`src/rtl/mult_pkg.sv`:
```
// Widths shared by the 8x8 multiplier stage and the product accumulator.
// Also holds the state type of the accumulator's result register.
package mult_pkg;

  localparam int PRODUCT_W     = 16;
  localparam int ACC_W_DEFAULT = 24;
  localparam int CNT_W_DEFAULT = 8;

  typedef enum logic {
    OUT_EMPTY = 1'b0,
    OUT_FULL  = 1'b1
  } out_state_t;

endpackage

```
`src/rtl/product_accumulator_if.sv`:
```
// Product-beat input stream and frame-result output stream of the accumulator.
// The master side is the multiplier/consumer pair; the accumulator is the slave.
interface product_accumulator_if
  import mult_pkg::*;
#(
  parameter int ACC_W = ACC_W_DEFAULT,
  parameter int CNT_W = CNT_W_DEFAULT
);

  logic                 in_valid;
  logic                 in_ready;
  logic [PRODUCT_W-1:0] in_product;
  logic                 in_last;
  logic                 out_valid;
  logic                 out_ready;
  logic [ACC_W-1:0]     out_sum;
  logic [CNT_W-1:0]     out_count;
  logic                 out_overflow;

  modport master (
    output in_valid, in_product, in_last, out_ready,
    input  in_ready, out_valid, out_sum, out_count, out_overflow
  );

  modport slave (
    input  in_valid, in_product, in_last, out_ready,
    output in_ready, out_valid, out_sum, out_count, out_overflow
  );

endinterface

```
`src/rtl/product_accumulator_sat_add.sv`:
```
// Unsigned saturating adder: clamps to all-ones and flags sat on carry out.
module sat_add #(
  parameter int W = 8
) (
  input  logic [W-1:0] a,
  input  logic [W-1:0] b,
  output logic [W-1:0] sum,
  output logic         sat
);

  logic [W:0] full_s;

  // Widen by one bit so the carry out marks the saturation case.
  always_comb begin
    full_s = {1'b0, a} + {1'b0, b};
    if (full_s[W]) begin
      sum = {W{1'b1}};
      sat = 1'b1;
    end else begin
      sum = full_s[W-1:0];
      sat = 1'b0;
    end
  end

endmodule

```
`src/rtl/product_accumulator.sv`:
```
// Sums a stream of 16-bit products into per-frame results delimited by in_last,
// holding each finished frame in a single-entry valid/ready output register.
module product_accumulator
  import mult_pkg::*;
#(
  parameter int ACC_W = ACC_W_DEFAULT,
  parameter int CNT_W = CNT_W_DEFAULT
) (
  input logic                  clk,
  input logic                  reset,
  product_accumulator_if.slave bus
);

  logic [ACC_W-1:0] acc_r;
  logic [CNT_W-1:0] cnt_r;
  logic             ovf_r;
  out_state_t       state_r;
  logic [ACC_W-1:0] sum_r;
  logic [CNT_W-1:0] count_r;
  logic             overflow_r;

  logic [ACC_W-1:0] product_ext_s;
  logic [ACC_W-1:0] acc_next_s;
  logic             acc_sat_s;
  logic [CNT_W-1:0] cnt_next_s;
  logic             cnt_sat_s;
  logic             ovf_next_s;
  logic             in_ready_s;
  logic             accept_s;
  logic             accept_last_s;

  assign product_ext_s = ACC_W'(bus.in_product);

  sat_add #(.W(ACC_W)) u_sum_add (
    .a   (acc_r),
    .b   (product_ext_s),
    .sum (acc_next_s),
    .sat (acc_sat_s)
  );

  sat_add #(.W(CNT_W)) u_cnt_add (
    .a   (cnt_r),
    .b   (CNT_W'(1'b1)),
    .sum (cnt_next_s),
    .sat (cnt_sat_s)
  );

  // Any beat, not only the last, waits while a finished result is blocked.
  assign in_ready_s    = (state_r == OUT_EMPTY) || bus.out_ready;
  assign accept_s      = bus.in_valid && in_ready_s;
  assign accept_last_s = accept_s && bus.in_last;
  assign ovf_next_s    = ovf_r || acc_sat_s || cnt_sat_s;

  assign bus.in_ready     = in_ready_s;
  assign bus.out_valid    = (state_r == OUT_FULL);
  assign bus.out_sum      = sum_r;
  assign bus.out_count    = count_r;
  assign bus.out_overflow = overflow_r;

  // Running frame totals; a last beat restarts them so the next frame begins clean.
  always_ff @(posedge clk or negedge reset) begin
    if (!reset) begin
      acc_r <= {ACC_W{1'b0}};
      cnt_r <= {CNT_W{1'b0}};
      ovf_r <= 1'b0;
    end else if (accept_last_s) begin
      acc_r <= {ACC_W{1'b0}};
      cnt_r <= {CNT_W{1'b0}};
      ovf_r <= 1'b0;
    end else if (accept_s) begin
      acc_r <= acc_next_s;
      cnt_r <= cnt_next_s;
      ovf_r <= ovf_next_s;
    end else begin
      acc_r <= acc_r;
      cnt_r <= cnt_r;
      ovf_r <= ovf_r;
    end
  end

  // Result register: a new frame result may replace one leaving in the same cycle.
  always_ff @(posedge clk or negedge reset) begin
    if (!reset) begin
      state_r    <= OUT_EMPTY;
      sum_r      <= {ACC_W{1'b0}};
      count_r    <= {CNT_W{1'b0}};
      overflow_r <= 1'b0;
    end else begin
      if (accept_last_s) begin
        sum_r      <= acc_next_s;
        count_r    <= cnt_next_s;
        overflow_r <= ovf_next_s;
      end else begin
        sum_r      <= sum_r;
        count_r    <= count_r;
        overflow_r <= overflow_r;
      end
      case (state_r)
        OUT_EMPTY: begin
          if (accept_last_s) begin
            state_r <= OUT_FULL;
          end else begin
            state_r <= OUT_EMPTY;
          end
        end
        OUT_FULL: begin
          if (accept_last_s) begin
            state_r <= OUT_FULL;
          end else if (bus.out_ready) begin
            state_r <= OUT_EMPTY;
          end else begin
            state_r <= OUT_FULL;
          end
        end
        default: state_r <= OUT_EMPTY;
      endcase
    end
  end

endmodule

```
`src/flat_wrapper.sv`:
```
// flat-port wrapper written by rule: the top's interface ports become plain ports
module product_accumulator_flat import mult_pkg::*;
#(
  parameter int ACC_W = ACC_W_DEFAULT,
  parameter int CNT_W = CNT_W_DEFAULT
)
  (clk, reset, bus_in_valid, bus_in_product, bus_in_last, bus_out_ready, bus_in_ready, bus_out_valid, bus_out_sum, bus_out_count, bus_out_overflow);
  product_accumulator_if #(.ACC_W(ACC_W), .CNT_W(CNT_W)) bus_i ();
  input logic clk;
  input logic reset;
  input wire logic [$bits(bus_i.in_valid)-1:0] bus_in_valid;
  input wire logic [$bits(bus_i.in_product)-1:0] bus_in_product;
  input wire logic [$bits(bus_i.in_last)-1:0] bus_in_last;
  input wire logic [$bits(bus_i.out_ready)-1:0] bus_out_ready;
  output wire logic [$bits(bus_i.in_ready)-1:0] bus_in_ready;
  output wire logic [$bits(bus_i.out_valid)-1:0] bus_out_valid;
  output wire logic [$bits(bus_i.out_sum)-1:0] bus_out_sum;
  output wire logic [$bits(bus_i.out_count)-1:0] bus_out_count;
  output wire logic [$bits(bus_i.out_overflow)-1:0] bus_out_overflow;
  assign bus_i.in_valid = bus_in_valid;
  assign bus_i.in_product = bus_in_product;
  assign bus_i.in_last = bus_in_last;
  assign bus_i.out_ready = bus_out_ready;
  assign bus_in_ready = bus_i.in_ready;
  assign bus_out_valid = bus_i.out_valid;
  assign bus_out_sum = bus_i.out_sum;
  assign bus_out_count = bus_i.out_count;
  assign bus_out_overflow = bus_i.out_overflow;
  product_accumulator #(.ACC_W(ACC_W), .CNT_W(CNT_W)) u_core (.clk(clk), .reset(reset), .bus(bus_i));
endmodule
```
`config.mk`:
```
export PLATFORM = sky130hd
export DESIGN_NAME = product_accumulator_flat
export DESIGN_NICKNAME = d
export VERILOG_FILES = /design/src/rtl/mult_pkg.sv /design/src/rtl/product_accumulator_if.sv /design/src/rtl/product_accumulator_sat_add.sv /design/src/rtl/product_accumulator.sv /design/src/flat_wrapper.sv
export SDC_FILE = /design/constraint.sdc
export NUM_CORES = 1
export LEC_CHECK = 0
export CORE_MARGIN = 3
export CORE_UTILIZATION = 59
export CTS_CLUSTER_DIAMETER = 120
export DETAILED_ROUTE_END_ITERATION = 10
export PLACE_DENSITY = 0.86
export SYNTH_ARGS = -nofsm -noshare
export SYNTH_HDL_FRONTEND = slang
export SYNTH_SLANG_ARGS = --single-unit
```
`constraint.sdc`:
```
create_clock -name clk -period 5.5 [get_ports clk]
set_clock_uncertainty 0.2 [all_clocks]
set_input_delay 1.1 -clock clk [delete_from_list [all_inputs] [get_ports clk]]
set_output_delay 1.1 -clock clk [all_outputs]
set_load 0.02 [all_outputs]
```
-- Word level (Yosys, flattened, before mapping)
Cells that the tools add are included.
- bits in latches: 0
- register bits: 67
- RAM bits: 0
- word-level logic and storage cells: 30
- memories: 0
- input port bits: 21
- memory bits (read-only): 0
- muxes and demuxes: 14
- eq/ne operators: 0
- divide/modulo/power cells: 0
- multiply operators: 0
- bitwise logic cells: 1
- shifts and indexed selects: 0
- order comparisons: 0
- add/sub/neg operators: 2
- reduce and logical (&&, ||, !) cells: 6
- operator list (operator ; count):
    $mux W24 ; 3
    $add A24 B16 Y25 ; 1
    $mux W8 ; 3
    $add A8 B1 Y9 const B ; 1
    $mux W1 ; 7
    $logic_or A1 B1 Y1 ; 3
    $logic_and A1 B1 Y1 ; 2
    $pmux W1 S2 ; 1
    $reduce_bool A2 Y1 ; 1
    $not A1 Y1 ; 1

-- Depth between registers and ports, before layout
Gate-level depths: netlist (run 1).
- depth after elaboration: 6
- depth in mapped cells: 10
- mapped depth without buffers: 9

-- Hierarchy
A second synthesis (run 1) with hierarchy kept.
- cells, all modules: 440
- area, all modules: 4768.3 um^2
- modules (own cells, without submodules) (module ; cells an instance ; instances ; area an instance (um^2)):
    product_accumulator ; 185 ; 1 ; 2915.3
    sat_add (u_core.u_sum_add) ; 206 ; 1 ; 1465.2
    sat_add (u_core.u_cnt_add) ; 49 ; 1 ; 387.9

-- Least setup slack after synthesis (run 1)
No wires, ideal clock.
- kind: in2reg
- start: input bus_in_product[0]
- end: register u_core.sum_r[20], in the netlist u_core.bus.out_sum[20]
- setup time: 92 ps
- stages on the path: 9
- arrival: 3090 ps
- buffers on the path: 0
- setup slack: 2118 ps
- path through: ha_1 > fa_1 > a21oi_1 > o221ai_2 > a21o_1 > o22a_4 > nor3b_4 > and3_1 > o31ai_2
- longest elaborated chain between the ends: 2
- ends and longest elaborated chain (element ; line ; RTL):
    start: declaration ; flat_wrapper.sv:12 ; input wire logic [$bits(bus_i.in_product)-1:0] bus_in_product;
    $add A24 B16 Y25 ; product_accumulator_sat_add.sv:15 ; full_s = {1'b0, a} + {1'b0, b};
    $mux W24 ; product_accumulator_sat_add.sv:16 ; if (full_s[W]) begin
    end signal: assignment ; product_accumulator.sv:85 ; sum_r <= {ACC_W{1'b0}};
    end signal: assignment ; product_accumulator.sv:90 ; sum_r <= acc_next_s;
    end signal: assignment ; product_accumulator.sv:94 ; sum_r <= sum_r;
    end: declaration ; product_accumulator.sv:18 ; logic [ACC_W-1:0] sum_r;
No other way between the ends.
A chain may end at the register's enable or synchronous reset.

-- Worst setup path in the final report (run 1)
- start: input bus_in_product[0]
- end: register u_core.sum_r[18], in the netlist u_core.bus.out_sum[18]
The elaborated chain is that of the path after synthesis.

==> results of run 1 <==
[registers in the layout, summed over array words and instances (netlist names)]
register / count
u_core.ovf_r: 1
u_core.bus.out_sum: 24
u_core.cnt_r: 8
u_core.bus.out_valid: 1
u_core.bus.out_count: 8
u_core.bus.out_overflow: 1
u_core.acc_r: 24
[worst max-delay path, stage by stage]
cell and delay [ns]:
clkdlybuf4s50_1 0.41, ha_1 0.24, fa_1 0.42, a21oi_1 0.27, o221ai_2 0.20, a21o_1 0.26
o221ai_2 0.53, nand2_1 0.26, o22a_1 0.24
[kinds of logic after synthesis]
family                   synth area share (%)
AO/OA/AOI/OAI                            24.8
XOR/XNOR                                 5.08
adder cells (fa/ha/maj)                  6.13
buffers and inverters                    3.40
flip-flops                               44.2
AND/OR/NAND/NOR                          16.4
[layer usage]
| layer | up-vias | GRT usage [%] |
|---|---|---|
| li1 | 1581 | - |
| met1 | 1610 | 36.2 |
| met2 | 131 | 42.2 |
| met3 | 30 | 3.99 |
| met4 | 0 | 11.0 |
| met5 | - | 0 |
[synthesized netlist by cell type, types with 5 or more instances]
cell	count	area share, %
o21ai_0	37	4.9
ha_1	17	5.6
dfrtp_1	67	44
xnor2_1	14	3.2
nor2_1	45	4.5
clkbuf_1	15	1.5
o21a_1	5	0.99
nand3_1	7	0.92
xor2_1	8	1.8
inv_1	7	0.69
o22a_1	8	1.8
and3_1	7	1.2
a31oi_1	14	2.3
a21oi_1	37	4.9
a21o_1	7	1.4
nand2_1	54	5.3
[cell type report]
class	instances	area share, %
repair buffers	59	12.5
well taps	75	2.04
flip-flops and latches	67	36.4
multi-input cells	318	43.1
clock inverters	6	2.42
inverters	7	0.570
clock buffers	10	2.99
[stage by stage]
step	cells	utilization (%)	setup WS (ns)	total power (uW)
3_5_place_dp	526	71.9	1.27	1850
4_1_cts	542	76.1	1.62	2370
3_3_place_gp	526	71.9	1.39	1810
2_1_floorplan	414	-	2.12	1500
5_1_grt	542	76.1	1.41	2550
6_report	542	76.1	1.60	2380
[path summary, 6_finish.rpt]
kind / depth (start not counted) / slack (ns) / end
worst max-delay path: 9 / 1.60 / u_core.bus.out_sum[18]$_DFFE_PN0P_
min in group asynchronous: 2 / 0.73 / u_core.bus.out_sum[10]$_DFFE_PN0P_
worst min register to register: 2 / 0.29 / u_core.bus.out_sum[11]$_DFFE_PN0P_
worst max register to register: 8 / 2.39 / u_core.bus.out_sum[18]$_DFFE_PN0P_
max in group asynchronous: 2 / 3.81 / u_core.bus.out_count[3]$_DFFE_PN0P_
worst min-delay path: 2 / 0.29 / u_core.bus.out_sum[11]$_DFFE_PN0P_
[power groups by stage]
stage | registers [uW] | clock network [uW] | logic [uW]
2_1_floorplan | 834 | 0 | 670
3_3_place_gp | 744 | 0 | 1070
3_5_place_dp | 754 | 0 | 1100
4_1_cts | 746 | 513 | 1120
5_1_grt | 767 | 537 | 1240
6_report | 747 | 510 | 1120
==> out/metrics.cfg, run 1 <==
[place]
placed_cell_area_um2 = 4360
portBuffers = 55
gp_congestion = 0.929
hpwl_um = 6330

[power]
p_sw_uw = 935
internal_power_uw = 1440
p_seq_share_pct = 31.4
power_density_nw_per_um2 = 516
p_leak_uw = 0.00207
max-vdd-ir-drop_mv = 0.339
power_frac_comb_pct = 47.2
p_sw_share_pct = 39.3
clockPowerShare_pct = 21.4

[drt]
drtAntennaViolNets = 0
highest_layer = met4
num_vias = 3352
wl_per_cell_um = 16.8
route.met2.wl_um = 4320
vias_per_cell = 6.18
drcViolationCount = 0
wl_met1_um = 4080
met3_wirelength_um = 467
dr.first_iter.drc_count = 279
routed_wl_um = 9100
drt_pass1_iterations = 5

[grt]
grt_max_degree = 68
overflow = 0
grt_pass1_wl_um = 15700
grt_usage_pct = 26.4
antenna_found_initial = 0
grt_pass1_vias = 3372

[layout]
antenna_cells = 0
multi_input_area_um2 = 1990
final_area_um2 = 4610
drive_gt1_share_pct = 8.57
final_common_cell = dfrtp_1
nets = 501
final_cell_mix = 67 x dfrtp_1, 54 x nand2_1, 54 x clkdlybuf4s50_1
seq_area_um2 = 1680
area_growth_pct = 21.5
fillers = 435

[die]
num_rows = 28
die_h_um = 86.2
initial_core_util_pct = 62.6
ios = 56
fp.dieArea_um2 = 7430
core_um2 = 6060
die_w_um = 86.2

[cts]
cts_htree_levels = 3
cts_hold_buffers = 0
root_buffer = clkbuf_8
post-cts-setup-buffer-count = 0
clkSlewWorstSetupHoldPaths_ns = 0.07
cts_tree = built
cts_buffers = 9
clockBufferDepth = 2
clock_sinks = 67
post_cts_resized = 0
clock_latency_ns = 0.35

[critical_path]
end_kind = flop
worstSetupPathType = primary input to flop
crit_fanout = 13
start_kind = primary input
startpoint = bus_in_product[0]
worstReg2RegStart = u_core.acc_r[0]$_DFFE_PN0P_
arrival_ns = 3.93
cp.required_ns = 5.54

[yosys]
async_flop_share_pct = 100
ys_seq_area_share_pct = 44.2
synth.avg_cell_area_um2 = 9.16
synth-main-ff-cell = dfrtp_1
synth-seq-cells = 67
yosys_warnings = 0
synth-edff-count = 0
syn-num-nets = 453
syn_area_um2 = 3790
ys_types = 50
syn_inst = 414

[timing]
finalHoldViolCount = 0
finalSetupViolations = 0
relSlewSlack_pct = 44.0
finalCriticalPeriod_ns = 3.90
fin_setup_tns_ns = 0
rsz0062_at_grt = false
whs_ns = 0.291
worst_slew_pin_slew_ns = 0.840
maxSlewViolCount = 0
fmax_ghz = 0.257
period_share_pct = 70.8

[flow_run]
drv_cap = 0

[hold_path]
min_from = u_core.bus.out_sum[11]$_DFFE_PN0P_
hold_class = flop to flop

[status]
status = completed

No activity file was read; power rests on OpenSTA's default activity.
==> run 2: changes to the inputs <==
--- a/config.mk
+++ b/config.mk
@@ -6,10 +6,10 @@
 export NUM_CORES = 1
 export LEC_CHECK = 0
 export CORE_MARGIN = 3
-export CORE_UTILIZATION = 59
+export CORE_UTILIZATION = 55
 export CTS_CLUSTER_DIAMETER = 120
 export DETAILED_ROUTE_END_ITERATION = 10
-export PLACE_DENSITY = 0.86
+export PLACE_DENSITY = 0.81
 export SYNTH_ARGS = -nofsm -noshare
 export SYNTH_HDL_FRONTEND = slang
 export SYNTH_SLANG_ARGS = --single-unit
==> constraint.sdc (replaced) <==
create_clock -name clk -period 3.75 [get_ports clk]
set_clock_uncertainty 0.2 [all_clocks]
set_input_delay 0.75 -clock clk [delete_from_list [all_inputs] [get_ports clk]]
set_output_delay 0.75 -clock clk [all_outputs]
set_load 0.02 [all_outputs]
==> run 2 against run 1 <==
Final area decreased by 0.65%; sequential cell count unchanged; core utilization decreased by 5.9 points; critical endpoint is now u_core.bus.out_sum[21]$_DFFE_PN0P_; wire length decreased by 0.88%; clock-buffer cell count increased by 3; die area increased by 6.8%.
==> out/metrics.cfg, run 2 (synthesis gave the netlist of run 1 again) <==
[die]
die_w_um = 89.1  ; +3.3%
core_um2 = 6530  ; +7.8%
die_h_um = 89.1  ; +3.3%
ios = 56  ; unchanged
initial_core_util_pct = 58.1  ; -4.5 points
fp.dieArea_um2 = 7930  ; +6.8%
num_rows = 29  ; +3.6%

[critical_path]
cp.required_ns = 3.77  ; -1.77 ns
arrival_ns = 3.35  ; -0.58 ns
worstSetupPathType = primary input to flop
crit_fanout = 8  ; -5
r2r_slack_ns = 0.86  ; -1.53 ns
start_kind = primary input
end_kind = flop
worstReg2RegStart = u_core.acc_r[0]$_DFFE_PN0P_
crit_path_cell_trace = clkdlybuf4s50_1 -> ha_1 -> fa_1 -> a21oi_1 -> o221ai_2 -> a21o_1 -> o221ai_2 -> buf_4 -> and2_1 -> a31oi_1
worst_r2r_path_depth = 9  ; +1
critical_path.max_stage_delay_ns = 0.41  ; -0.12 ns
crit_top_cell = o221ai_2
timing.rr.end = u_core.bus.out_sum[21]$_DFFE_PN0P_
crit_slowest_cell = clkdlybuf4s50_1

[layout]
seq_area_um2 = 1680  ; unchanged
nets = 504  ; +0.60%
final_common_cell = dfrtp_1
area_growth_pct = 20.7
drive_gt1_share_pct = 8.53  ; -0.037 points
multi_input_area_um2 = 1990  ; unchanged
final_cell_mix = 67 x dfrtp_1, 54 x nand2_1, 54 x clkdlybuf4s50_1
fillers = 515  ; +18%
fin_util_pct = 70.1  ; -5.9 points
antenna_cells = 0  ; unchanged

[cts]
cts_tree = built
cts_buffers = 9  ; unchanged
clkSlewWorstSetupHoldPaths_ns = 0.07  ; about the same
clockBufferDepth = 2  ; unchanged
root_buffer = clkbuf_8
post_cts_resized = 0  ; unchanged
clock_latency_ns = 0.34  ; about the same
clock_sinks = 67  ; unchanged
cts_htree_levels = 3  ; unchanged
cts_hold_buffers = 0  ; unchanged
post-cts-setup-buffer-count = 0  ; unchanged

[timing]
period_share_pct = 88.7
relSlewSlack_pct = 39.6  ; -4.4 points
rsz0062_at_grt = false
whs_ns = 0.283  ; -0.00764 ns
finalSetupViolations = 0  ; unchanged
fin_setup_tns_ns = 0  ; unchanged
finalCriticalPeriod_ns = 3.33
fmax_ghz = 0.301
worst_slew_pin_slew_ns = 0.907  ; +0.0664 ns
maxSlewViolCount = 0  ; unchanged
finalHoldViolCount = 0  ; unchanged

[status]
status = completed

[drt]
dr.first_iter.drc_count = 239  ; -14%
vias_per_cell = 6.09  ; -1.5%
drtAntennaViolNets = 0  ; unchanged
wl_per_cell_um = 16.5  ; -1.6%
routed_wl_um = 9020  ; -0.88%
num_vias = 3327  ; -0.75%
drcViolationCount = 0  ; unchanged
drt_pass1_iterations = 7  ; +2

[power]
fin_total_pwr_uw = 3340  ; +40%
p_leak_uw = 0.00206  ; -0.45%
max-vdd-ir-drop_mv = 0.393  ; +16%
power_density_nw_per_um2 = 729  ; +41%

[grt]
grt_pass1_vias = 3225  ; -4.4%
grt_usage_pct = 24.7  ; -1.7 points
grt_pass1_wl_um = 15300  ; -2.9%
overflow = 0  ; unchanged
antenna_found_initial = 0  ; unchanged
grt_max_degree = 41  ; -40%

[flow_run]
drv_cap = 0  ; unchanged

[hold_path]
min_from = u_core.bus.out_sum[3]$_DFFE_PN0P_
holdPathEnd = u_core.bus.out_sum[3]$_DFFE_PN0P_
hold_class = flop to flop
hold_depth = 2  ; unchanged

[place]
hpwl_um = 6540  ; +3.4%
portBuffers = 55  ; unchanged
gp_congestion = 0.958  ; +3.1%

[run 2: per-stage QoR]
stage | setup slack [ns] | std cells | area, um^2
2_1_floorplan | 0.718 | 414 | 3790
3_3_place_gp | 0.155 | 531 | 4390
3_5_place_dp | 0.0840 | 531 | 4390
4_1_cts | 0.457 | 546 | 4580
5_1_grt | 0.261 | 546 | 4580
6_report | 0.423 | 546 | 4580
[run 2: cell type report]
type,count,area share [%]
Sequential cell,67,36.6
Clock inverter,2,0.765
Tap cell,77,2.10
Multi-Input combinational cell,318,43.4
Clock buffer,13,3.47
Inverter,7,0.574
Timing Repair Buffer,62,13.1
[run 2: critical path: cells and delay by family]
family | cells | cell delay [ns]
AO/OA/AOI/OAI | 5 | 1.14
adder cells (fa/ha/maj) | 2 | 0.63
buffers and inverters | 2 | 0.64
AND/OR/NAND/NOR | 1 | 0.19
[run 2: worst max-delay path by stage]
| stage | start | endpoint | cells past startpoint |
|---|---|---|---|
| detailed placement | bus_in_product[0] | u_core.bus.out_sum[21]$_DFFE_PN0P_ | 10 |
| global placement | bus_in_product[0] | u_core.bus.out_sum[21]$_DFFE_PN0P_ | 10 |
| CTS | bus_in_product[0] | u_core.bus.out_sum[21]$_DFFE_PN0P_ | 10 |
| global route | bus_in_product[0] | u_core.bus.out_sum[21]$_DFFE_PN0P_ | 10 |
| finish | bus_in_product[0] | u_core.bus.out_sum[21]$_DFFE_PN0P_ | 10 |
| floorplan | bus_in_product[0] | u_core.bus.out_sum[20]$_DFFE_PN0P_ | 9 |
[run 2: power by group]
part | leakage [uW] | switching, uW | internal (uW)
clock | 0.0000995 | 264 | 339
combinational | 0.00111 | 929 | 715
sequential | 0.000846 | 148 | 945
total | 0.00206 | 1340 | 2000
[run 2: metal layers]
metal	vias to the layer above	GRT usage [%]	routed length, um
met5	-	0	0
met4	0	9.61	151
met3	15	4.61	543
met2	117	38.9	4220
met1	1605	33.9	4100
li1	1590	-	-
